[src/rtl/cube_pkg.sv]
// Shared types and constants for the cube block.
package cube_pkg;

  localparam int unsigned WIDTH      = 16;
  localparam int unsigned MUL_CYCLES = 16;
  localparam int unsigned OVF_LIMIT  = 40;

  // Control states: square pass, cube pass, one-cycle completion.
  typedef enum logic [1:0] {
    IDLE = 2'd0,
    SQ   = 2'd1,
    CU   = 2'd2,
    DONE = 2'd3
  } state_e;

  // True x^3 exceeds the 16-bit range exactly when x > 40 (40^3 = 64000, 41^3 = 68921).
  function automatic logic over_limit(input logic [WIDTH-1:0] x);
    return x > WIDTH'(OVF_LIMIT);
  endfunction

endpackage

[src/rtl/mul_shift_add.sv]
// Sequential unsigned shift-add multiplier, one multiplier bit per clock.
// The start edge loads the operands and retires bit 0; bits 1..15 follow on the
// next 15 edges, so a multiply occupies exactly MUL_CYCLES clocks. done pulses
// for one cycle right after the last iteration, with p already final.
module mul_shift_add
  import cube_pkg::*;
(
  input  logic               clk,
  input  logic               rst,
  input  logic               start,
  input  logic [WIDTH-1:0]   a,
  input  logic [WIDTH-1:0]   b,
  output logic [2*WIDTH-1:0] p,
  output logic               done
);

  localparam int unsigned CNT_W = $clog2(MUL_CYCLES + 1);
  localparam logic [CNT_W-1:0] LAST_CNT = CNT_W'(MUL_CYCLES - 1);

  logic [2*WIDTH-1:0] mcand_q, mcand_d;
  logic [2*WIDTH-1:0] acc_q, acc_d;
  logic [WIDTH-1:0]   mplier_q, mplier_d;
  logic [CNT_W-1:0]   cnt_q, cnt_d;
  logic               run_q, run_d;
  logic               done_q, done_d;

  // Operand, accumulator and iteration-count registers.
  always_ff @(posedge clk or negedge rst) begin
    if (!rst) begin
      mcand_q  <= '0;
      acc_q    <= '0;
      mplier_q <= '0;
      cnt_q    <= '0;
      run_q    <= 1'b0;
      done_q   <= 1'b0;
    end else begin
      mcand_q  <= mcand_d;
      acc_q    <= acc_d;
      mplier_q <= mplier_d;
      cnt_q    <= cnt_d;
      run_q    <= run_d;
      done_q   <= done_d;
    end
  end

  // Load-and-first-iteration on start, otherwise one shift-add step per clock.
  always_comb begin
    mcand_d  = mcand_q;
    acc_d    = acc_q;
    mplier_d = mplier_q;
    cnt_d    = cnt_q;
    run_d    = run_q;
    done_d   = 1'b0;
    if (start) begin
      // A new start wins over any multiply still in flight.
      mcand_d  = {{WIDTH{1'b0}}, a} << 1;
      mplier_d = b >> 1;
      acc_d    = b[0] ? {{WIDTH{1'b0}}, a} : '0;
      cnt_d    = CNT_W'(1);
      run_d    = 1'b1;
    end else if (run_q) begin
      acc_d    = acc_q + (mplier_q[0] ? mcand_q : '0);
      mcand_d  = mcand_q << 1;
      mplier_d = mplier_q >> 1;
      cnt_d    = cnt_q + 1'b1;
      if (cnt_q == LAST_CNT) begin
        run_d  = 1'b0;
        done_d = 1'b1;
      end
    end
  end

  assign p    = acc_q;
  assign done = done_q;

endmodule

[src/rtl/cube.sv]
// Computes x^3 mod 2^16 with a single shared shift-add multiplier:
// first x*x, then (x*x mod 2^16)*x. Fixed latency independent of the operand.
module cube
  import cube_pkg::*;
(
  input  logic             clk,
  input  logic             rst,
  input  logic             start,
  input  logic [WIDTH-1:0] x_in,
  output logic [WIDTH-1:0] y_out,
  output logic             ready,
  output logic             busy,
  output logic             ovf
);

  state_e state_q, state_d;

  logic             accept;
  logic             finish;
  logic [WIDTH-1:0] x_q;
  logic             launch_q;
  logic [WIDTH-1:0] y_q;
  logic             ovf_q;

  logic               mul_start;
  logic [WIDTH-1:0]   mul_a;
  logic [WIDTH-1:0]   mul_b;
  logic [2*WIDTH-1:0] mul_p;
  logic               mul_done;
  logic               unused_p_hi;

  // Requests are only looked at while idle; anything arriving while busy is dropped.
  assign accept = (state_q == IDLE) && start;
  assign finish = (state_q == CU) && mul_done;

  // State register.
  always_ff @(posedge clk or negedge rst) begin
    if (!rst) begin
      state_q <= IDLE;
    end else begin
      state_q <= state_d;
    end
  end

  // Next-state logic.
  always_comb begin
    state_d = state_q;
    unique case (state_q)
      IDLE:    if (start)    state_d = SQ;
      SQ:      if (mul_done) state_d = CU;
      CU:      if (mul_done) state_d = DONE;
      DONE:                  state_d = IDLE;
      default:               state_d = IDLE;
    endcase
  end

  // Outputs decoded from state: ready only in DONE, busy through both multiply passes.
  always_comb begin
    ready = 1'b0;
    busy  = 1'b0;
    unique case (state_q)
      IDLE:    ;
      SQ:      busy  = 1'b1;
      CU:      busy  = 1'b1;
      DONE:    ready = 1'b1;
      default: ;
    endcase
  end

  // Operand latch, first-launch flag and result registers.
  always_ff @(posedge clk or negedge rst) begin
    if (!rst) begin
      x_q      <= '0;
      launch_q <= 1'b0;
      y_q      <= '0;
      ovf_q    <= 1'b0;
    end else begin
      launch_q <= accept;
      if (accept) begin
        x_q <= x_in;
      end
      // Results change only on the completion edge and hold until the next one.
      if (finish) begin
        y_q   <= mul_p[WIDTH-1:0];
        ovf_q <= over_limit(x_q);
      end
    end
  end

  // Multiplier sequencing: the square pass starts the clock after acceptance from
  // the latched operand; the cube pass starts on the square's done pulse, feeding
  // the low half of the square straight back in (the multiplier keeps its copy).
  always_comb begin
    mul_start = 1'b0;
    mul_a     = x_q;
    mul_b     = x_q;
    if (launch_q) begin
      mul_start = 1'b1;
    end else if ((state_q == SQ) && mul_done) begin
      mul_start = 1'b1;
      mul_a     = mul_p[WIDTH-1:0];
    end
  end

  mul_shift_add u_mul (
    .clk   (clk),
    .rst   (rst),
    .start (mul_start),
    .a     (mul_a),
    .b     (mul_b),
    .p     (mul_p),
    .done  (mul_done)
  );

  // Result is mod 2^16, so the upper product half is deliberately dropped.
  assign unused_p_hi = ^mul_p[2*WIDTH-1:WIDTH];

  assign y_out = y_q;
  assign ovf   = ovf_q;

endmodule

[config.mk]
export PLATFORM = sky130hd
export DESIGN_NAME = cube
export DESIGN_NICKNAME = d
export VERILOG_FILES = /design/src/rtl/cube_pkg.sv /design/src/rtl/mul_shift_add.sv /design/src/rtl/cube.sv
export SDC_FILE = /design/constraint.sdc
export NUM_CORES = 1
export LEC_CHECK = 0
export CORE_MARGIN = 4
export CORE_UTILIZATION = 56
export DETAILED_ROUTE_END_ITERATION = 10
export HOLD_SLACK_MARGIN = 0.06
export PLACE_DENSITY = 0.79
export REMOVE_ABC_BUFFERS = 1
export SETUP_SLACK_MARGIN = 0.3
export SLEW_MARGIN = 15
export SYNTH_ARGS = -nofsm -noshare
export SYNTH_HDL_FRONTEND = slang
export SYNTH_SLANG_ARGS = --single-unit
[constraint.sdc]
create_clock -name clk -period 2.8 [get_ports clk]
set_input_delay 0.28 -clock clk [delete_from_list [all_inputs] [get_ports clk]]
set_output_delay 0.28 -clock clk [all_outputs]
set_load 0.02 [all_outputs]
## Yosys cells after proc, flatten, opt, wreduce, memory -nomap -nowiden

Index checks and enable logic that the tools add are counted.

- Magnitude comparators: 1
- Add/sub/neg operators: 2
- Reductions and logical operators: 7
- Muxes and demuxes: 26
- Eq/ne operators: 7

Operator list:

| operator | count |
|---|---|
| $mux 32 | 5 |
| $mux 16 | 5 |
| $add 32x32->32 | 1 |
| $gt 16x6->1 const B | 1 |
| $mux 1 | 10 |
| $mux 5 | 2 |
| $pmux 2 s4 | 1 |
| $mux 2 | 3 |
| $add 5x1->5 const B | 1 |
| $eq 5x4->1 const B | 1 |
| $eq 2x2->1 const B | 2 |
| $ne 2x1->1 const B | 2 |
| $logic_and 1x1->1 | 3 |
| $reduce_and 3->1 | 1 |
| $eq 2x1->1 const B | 1 |
| $logic_not 2->1 | 1 |
| $ne 2x2->1 const B | 1 |
| $reduce_bool 2->1 | 1 |
| $reduce_or 2->1 | 1 |

- Flip-flop bits (word level): 123
- Output and inout port bits: 19
- Input port bits: 19
- Logic and storage cells: 54

## Logic depth before layout (Yosys ltp)

Gate-level depths: netlist (run 1).

- Depth in word-level cells: 6
- Gate-level depth with buffers: 10
- Gate-level depth less buffers: 9

## By module

A second synthesis (run 1) with hierarchy kept.

- Cells, all modules: 723
- Area total of the unflattened synthesis: 7223.2 um^2

By module, submodules not included:

| module | seq. area each (um^2) | area an instance (um^2) | times used | cells an instance |
|---|---|---|---|---|
| mul_shift_add | 2127.0 | 5561.6 | 1 | 610 |
| cube | 900.9 | 1661.6 | 1 | 113 |

## Worst setup path after synthesis (run 1)

OpenSTA, ideal clock, no wires.

- Path type: register -> register
- Start: register u_mul.mplier_q[0]
- End: register u_mul.acc_q[15] (netlist: u_mul.p[15])
- Cell stages (with the launch flop): 11
- Data arrival time: 2399 ps
- Setup time: 124 ps
- Path slack: 277 ps
- Path through: dfrtp_1 > clkbuf_1 > and2_1 > ha_1 > fa_1 > a211oi_1 > o21bai_1 > a21o_1 > a31oi_1 > o221ai_1 > o31a_1

- Cells in the longest elaborated chain, start to end: 4

RTL lines:

| item | RTL line | text |
|---|---|---|
| start, declared | mul_shift_add.sv:22 | `logic [WIDTH-1:0] mplier_q, mplier_d;` |
| start signal, assigned | mul_shift_add.sv:39 | `mplier_q <= mplier_d;` |
| $mux 32 | mul_shift_add.sv:62 | `acc_d = acc_q + (mplier_q[0] ? mcand_q : '0);` |
| $add 32x32->32 | mul_shift_add.sv:62 |  |
| $mux 32 | mul_shift_add.sv:61 | `end else if (run_q) begin` |
| $mux 32 | mul_shift_add.sv:54 | `if (start) begin` |
| end signal, assigned | mul_shift_add.sv:31 | `acc_q <= '0;` |
| end signal, assigned | mul_shift_add.sv:38 | `acc_q <= acc_d;` |
| end, declared | mul_shift_add.sv:21 | `logic [2*WIDTH-1:0] acc_q, acc_d;` |

No other way between the ends. The select of a mux whose other input is x is not followed.
A chain may end at the register's enable or synchronous reset.

## Final worst setup path (run 1)

- Start: register u_mul.mplier_q[0]
- End: register u_mul.acc_q[11] (netlist: u_mul.p[11])

The elaborated chain is that of the path after synthesis.

==> results of run 1 <==
[cell usage in the layout (no fill, tap or decap), types with 4 or more instances in the layout]
cell type	n
o21ai_0	52
a211oi_1	5
a21oi_1	41
a31oi_1	4
and2_1	17
clkbuf_8	11
mux2_2	32
clkdlybuf4s50_1	36
o22a_1	4
buf_4	12
xor2_1	8
dfrtp_1	89
o21a_1	6
ha_1	18
mux2i_1	22
xnor2_1	4
inv_1	6
nor2_1	39
and3_1	4
nand2_1	50
a21o_1	8
[repair_timing]
| action | CTS | global route |
|---|---|---|
| pin swaps | 1 | 4 |
| endpoints found under the setup margin | 3 | 6 |
| resized for setup | 3 | 8 |
| hold endpoints to repair | 0 | 43 |
| setup buffers | 1 | 1 |
| hold buffers | 0 | 1 |
[cells by family after synthesis]
logic type      Yosys count
simple gates            125
buf+inv                  32
compound gates          150
xor+xnor                 12
mux                      54
flops                    89
fa+ha+maj                22
[worst register-to-register path, stage by stage, from the launching register on]
cell	delay (ns)
dfrtp_1	0.40
and2_1	0.17
ha_2	0.20
fa_2	0.40
a211oi_2	0.20
o21bai_1	0.10
a21o_1	0.23
a31oi_2	0.23
mux2i_1	0.10
a221o_1	0.26
[report_power, final]
group	total, mW	leakage [nW]	switching, mW	internal (mW)
logic	0.0501	1.27	0.0272	0.0229
registers	1.28	1.23	0	1.28
clock network	1.03	0.120	0.476	0.558
total	2.37	2.63	0.503	1.87
[flip-flops by register name, indices dropped and copies added, names as in the netlist]
register,flops
u_mul.done,1
state_q,2
y_out,16
launch_q,1
u_mul.p,16
u_mul.mplier_q,15
u_mul.mcand_q,15
u_mul.cnt_q,5
mul_b,16
u_mul.run_q,1
ovf,1
[layout make-up]
cell class | count | share of cell area, %
Timing Repair Buffer | 50 | 8.440
Clock buffer | 11 | 2.709
Sequential cell | 89 | 39.85
Clock inverter | 5 | 1.545
Multi-Input combinational cell | 363 | 44.64
Inverter | 7 | 0.4701
Tap cell | 105 | 2.351
[path summary, 6_finish.rpt]
path | depth (start not counted) | to
max reg2reg | 9 | u_mul.p[11]$_DFFE_PN0N_
min | 1 | y_out[10]$_DFFE_PN0P_
min in group asynchronous | 2 | state_q[1]$_DFFE_PN0P_
max in group asynchronous | 2 | u_mul.p[13]$_DFFE_PN0N_
max | 9 | u_mul.p[11]$_DFFE_PN0N_
min reg2reg | 1 | y_out[10]$_DFFE_PN0P_
[per-layer routing]
metal | global-route usage (%) | vias up | routed length, µm
li1 | - | 1800 | -
met1 | 32.22 | 1880 | 5037
met2 | 35.75 | 139 | 5160
met3 | 4.429 | 19 | 655
met4 | 7.358 | 0 | 195
met5 | 0 | - | 0
[metrics by stage]
step | util (%) | cells
4_1_cts | 66.71 | 628
3_3_place_gp | 63.55 | 611
6_report | 67.35 | 630
3_5_place_dp | 63.55 | 611
5_1_grt | 67.35 | 630
2_1_floorplan | - | 459
==> flow_metrics.env, run 1 <==
export IMPL_status="completed"
export IMPL_critPathMaxFanout=4
export IMPL_antenna_found_initial=0
export IMPL_critPathMaxStageDelay_ns=0.40
export IMPL_htree_levels=3
export IMPL_numCtsBuffers=9
export IMPL_netlist_top_cells_count="dfrtp_1 (89), o21ai_0 (52), nand2_1 (50), a21oi_1 (41), nor2_1 (39)"
export IMPL_maxCapViolations=0
export IMPL_routed_wirelength_um=11050
export IMPL_yosys_area_top_type="dfrtp_1"
export IMPL_grt_max_degree=90
export IMPL_async_flop_share_pct=100.0
export IMPL_setup_viol_count_final=0
export IMPL_worst_pin_slew_ns=0.9077
export IMPL_clock_sinks=89
export IMPL_synth_seq_cells=89
export IMPL_synth_edf_count=0
export IMPL_worstPathArrival_ns=2.66
export IMPL_core_mm2=0.008299
export IMPL_seqCellArea_mm2=0.002227
export IMPL_drtAntennaViolNets=0
export IMPL_port_buffers=37
export IMPL_die_h_um=100.7
export IMPL_holdWs_ns=0.5081
export IMPL_rsz0062_at_grt="yes"
export IMPL_place_ws_ns=0.1794
export IMPL_relSlewSlack_pct=39.34
export IMPL_clockRootBuffer="clkbuf_8"
export IMPL_ys_warn_count=0
export IMPL_synth_avg_cell_area_um2=9.942
export IMPL_power_leakage_nw=2.626
export IMPL_synth_top_family_by_area="compound AO/OA/AOI/OAI gates"
export IMPL_cts_tree="built"
export IMPL_p_total_mw=2.369
export IMPL_min_delay_start="y_out[10]$_DFFE_PN0P_"
export IMPL_crit_chain="and2_1 > ha_2 > fa_2 > a211oi_2 > o21bai_1 > a21o_1 > a31oi_2 > mux2i_1 > a221o_1"
export IMPL_area_growth_pct=16.15
export IMPL_io_pins=38
export IMPL_end_kind="register"
export IMPL_drive_gt1_share_pct=14.10
export IMPL_place_area_mm2=0.005274
export IMPL_synthMuxAreaShare_pct=12.06
export IMPL_setup_slack_ns=0.3897
export IMPL_ir_drop_v=0.0002942
export IMPL_n_antenna_cell=0
export IMPL_path_buf_inv=0
export IMPL_synth_simple_area_share_pct=11.57
export IMPL_fmax_ghz=0.4149
export IMPL_viasPerCell=6.092
export IMPL_critPathTopFamily="compound AO/OA/AOI/OAI gates"
export IMPL_ys_flop_type="dfrtp_1"
export IMPL_drtIter0Drc=330
export IMPL_synthDistinctLibCells=51
export IMPL_grt_pass1_vias=3747
export IMPL_insertion_delay_ns=0.36
export IMPL_power_per_cell_area_mw_per_mm2=423.8
export IMPL_cp_slowest_cell="dfrtp_1"
export IMPL_fp_dieW_um=100.7
export IMPL_overflow=0
export IMPL_fillCellCount=615
export IMPL_hold_class="reg2reg"
export IMPL_rr_startpoint="u_mul.mplier_q[0]$_DFFE_PN0N_"
export IMPL_finalInstanceArea_mm2=0.005589
export IMPL_track_usage_pct=22.87
export IMPL_drc=0
export IMPL_multi_input_area_mm2=0.002495
export IMPL_die_area_mm2=0.01014
export IMPL_fin_skew_ns=0.01008
export IMPL_synth_top_cell_area_share_pct=46.28
export IMPL_yosysSeqAreaShare_pct=46.28
export IMPL_slew_violations=0
export IMPL_grt_pass1_wl_um=18340
export IMPL_hold_viol_final=0
export IMPL_synthesis_area_mm2=0.004812
export IMPL_fin_crit_sh_pct=86.08
export IMPL_synth_adder_area_share_pct=5.876
export IMPL_required_ns=3.05
export IMPL_synth_xor_area_share_pct=2.184
export IMPL_syn_inst=484
export IMPL_crit_start="u_mul.mplier_q[0]$_DFFE_PN0N_"
export IMPL_cp_start_kind="register"
export IMPL_initial_core_util_pct=57.98
export IMPL_drt_pass1_iterations=5
export IMPL_dp_hpwl_um=7419
export IMPL_gp_congestion=0.8482
export IMPL_r2r_setup_slack_ns=0.39
export IMPL_final_nets=561
export IMPL_via_count=3838
export IMPL_cts_buffer_depth=2
export IMPL_path_class="reg2reg"
export IMPL_rows=33
export IMPL_period_needed_ns=2.410
export IMPL_synth_most_common_cell="dfrtp_1"
export IMPL_tns_ns=0
export IMPL_clk_pin_slew_ns=0.10
export IMPL_wl_per_cell_um=17.54
export IMPL_netlist_top_cells_area="dfrtp_1 (46%), mux2_2 (7.5%), ha_1 (5.5%)"
export IMPL_synth_compound_area_share_pct=19.14
Note: power is estimated with default switching activity, not from simulation.
==> inputs of run 2 (changes only) <==
--- a/config.mk
+++ b/config.mk
@@ -12,7 +12,6 @@
 export PLACE_DENSITY = 0.79
 export REMOVE_ABC_BUFFERS = 1
 export SETUP_SLACK_MARGIN = 0.3
-export SLEW_MARGIN = 15
 export SYNTH_ARGS = -nofsm -noshare
 export SYNTH_HDL_FRONTEND = slang
 export SYNTH_SLANG_ARGS = --single-unit
==> run 2 against run 1 <==
Effect of this change:
- sequential share of layout area rose by 0.098 points
- clock-buffer cell count unchanged
- register-to-register slack barely moved
- critical path depth unchanged
- sequential power is essentially flat
- non-clock buffer count is 1 lower
- worst hold slack worse by 0.39 ns
- combinational power fell by 3%
- setup slack got worse by 0.012 ns
- core utilization shrank 0.17 points
- largest power group unchanged
==> flow_metrics.env, run 2 (synthesis gave the netlist of run 1 again) <==
export IMPL_critPathTopFamily="compound AO/OA/AOI/OAI gates"
export IMPL_initial_core_util_pct=57.98
export IMPL_postLayoutCoreUtil_pct=67.18
export IMPL_required_ns=3.05
export IMPL_n_antenna_cell=0
export IMPL_drive_gt1_share_pct=14.12
export IMPL_final_cell_mix="dfrtp_1 (89), o21ai_0 (52), nand2_1 (50)"
export IMPL_hold_class="in2async"
export IMPL_io_pins=38
export IMPL_clk_pin_slew_ns=0.10
export IMPL_overflow=0
export IMPL_instances_no_fill=629
export IMPL_cts_tree="built"
export IMPL_relSlewSlack_pct=26.44
export IMPL_fin_crit_sh_pct=86.51
export IMPL_power_leakage_nw=2.620
export IMPL_htree_levels=3
export IMPL_status="completed"
export IMPL_numCtsBuffers=9
export IMPL_fmax_ghz=0.4128
export IMPL_worst_pin_slew_ns=1.103
export IMPL_clock_sinks=89
export IMPL_power_per_cell_area_mw_per_mm2=424.4
export IMPL_final_common_cell="dfrtp_1"
export IMPL_rows=33
export IMPL_critPathMaxStageDelay_ns=0.40
export IMPL_slew_violations=0
export IMPL_ir_drop_v=0.0002935
export IMPL_area_growth_pct=15.86
export IMPL_grt_pass1_wl_um=18340
export IMPL_drt_pass1_iterations=5
export IMPL_wl_per_cell_um=17.63
export IMPL_port_buffers=37
export IMPL_setup_viol_count_final=0
export IMPL_fp_dieW_um=100.7
export IMPL_crit_top_cell="and2_1"
export IMPL_hold_buffers=0
export IMPL_rr_startpoint="u_mul.mplier_q[0]$_DFFE_PN0N_"
export IMPL_via_count=3823
export IMPL_insertion_delay_ns=0.36
export IMPL_end_kind="register"
export IMPL_core_mm2=0.008299
export IMPL_gp_congestion=0.8482
export IMPL_r2r_cells=9
export IMPL_period_needed_ns=2.422
export IMPL_grt_pass1_vias=3747
export IMPL_viasPerCell=6.078
export IMPL_cp_slowest_cell="dfrtp_1"
export IMPL_track_usage_pct=22.87
export IMPL_cts_buffer_depth=2
export IMPL_rsz0062_at_grt="yes"
export IMPL_hold_viol_final=0
export IMPL_drtIter0Drc=382
export IMPL_critPathMaxFanout=14
export IMPL_drtAntennaViolNets=0
export IMPL_routed_wirelength_um=11090
export IMPL_die_h_um=100.7
export IMPL_die_area_mm2=0.01014
export IMPL_maxCapViolations=0
export IMPL_path_class="reg2reg"
export IMPL_drc=0
export IMPL_path_buf_inv=1
export IMPL_dp_hpwl_um=7419
export IMPL_antenna_found_initial=0
export IMPL_cp_start_kind="register"
export IMPL_crit_start="u_mul.mplier_q[0]$_DFFE_PN0N_"
export IMPL_worstPathArrival_ns=2.67
export IMPL_grt_max_degree=90
export IMPL_crit_chain="buf_4 > and2_1 > ha_1 > and3_2 > and2_1 > a21oi_4 > a211oi_1 > a41o_1 > a21bo_2"
export IMPL_dpl_cell_count=611
export IMPL_clockRootBuffer="clkbuf_8"
export IMPL_final_nets=560
export IMPL_crit_cells=9
export IMPL_fin_skew_ns=0.01034
==> run 2: changes by cell type in the layout (fill, tap and decap cells not counted), sizes merged <==
cell         change
dlygate4sd3      -1
==> run 2: routing by layer <==
| metal | track usage [%] | wire length, µm | vias up |
|---|---|---|---|
| met3 | 4.429 | 633 | 19 |
| met4 | 7.358 | 204 | 0 |
| met2 | 35.75 | 5160 | 142 |
| met1 | 32.22 | 5089 | 1865 |
| met5 | 0 | 0 | - |
| li1 | - | - | 1797 |
==> run 2: worst paths after layout <==
path                                      endpoint  slack [ns]
hold reg to reg              y_out[10]$_DFFE_PN0P_        0.51
hold / removal              state_q[1]$_DFFE_PN0P_        0.12
setup / recovery           u_mul.p[12]$_DFFE_PN0N_        0.38
min in group clk             y_out[10]$_DFFE_PN0P_        0.51
setup reg to reg           u_mul.p[12]$_DFFE_PN0N_        0.38
max in group asynchronous   u_mul.p[9]$_DFFE_PN0N_        1.97
==> run 2: worst reg2reg max path, stage by stage (launching register included) <==
cell	delay, ns
dfrtp_1	0.40
buf_4	0.19
and2_1	0.17
ha_1	0.35
and3_2	0.27
and2_1	0.22
a21oi_4	0.19
a211oi_1	0.10
a41o_1	0.22
a21bo_2	0.21
==> run 2: stage by stage <==
step / total power [mW] / TNS (ns) / area [µm²] / worst slack, ns / hold slack [ns]
6_report: 2.366 / 0 / 5575 / 0.3776 / 0.1216
5_1_grt: 2.442 / 0 / 5575 / 0.2950 / 0.2188
4_1_cts: 2.379 / 0 / 5537 / 0.3443 / 0.1725
3_5_place_dp: 1.360 / 0 / 5274 / 0.1794 / 0.4919
3_3_place_gp: 1.359 / 0 / 5274 / 0.3034 / 0.4863
2_1_floorplan: 1.310 / -0.09369 / 4700 / -0.09369 / -0.01559
==> run 2: what timing repair did <==
action / 4_1_cts / 5_1_grt
setup endpoints to repair: 3 / 6
gates resized for setup: 3 / 8
gates cloned: 0 / 0
setup buffers: 1 / 1
pin swaps: 1 / 4
==> run 2: report_power, final <==
part	leakage [nW]	internal (mW)	switching, mW	total, mW
clock network	0.120	0.558	0.475	1.03
registers	1.23	1.28	0	1.28
logic	1.27	0.0214	0.0270	0.0484
total	2.62	1.86	0.502	2.37
==> run 2: final cells by class <==
class	count	area (µm²)
Sequential cell	89	2227
Tap cell	105	131.4
Clock inverter	5	86.33
Fill cell	616	2724
Clock buffer	11	151.4
Multi-Input combinational cell	363	2495
Timing Repair Buffer	49	457.9
Inverter	7	26.28
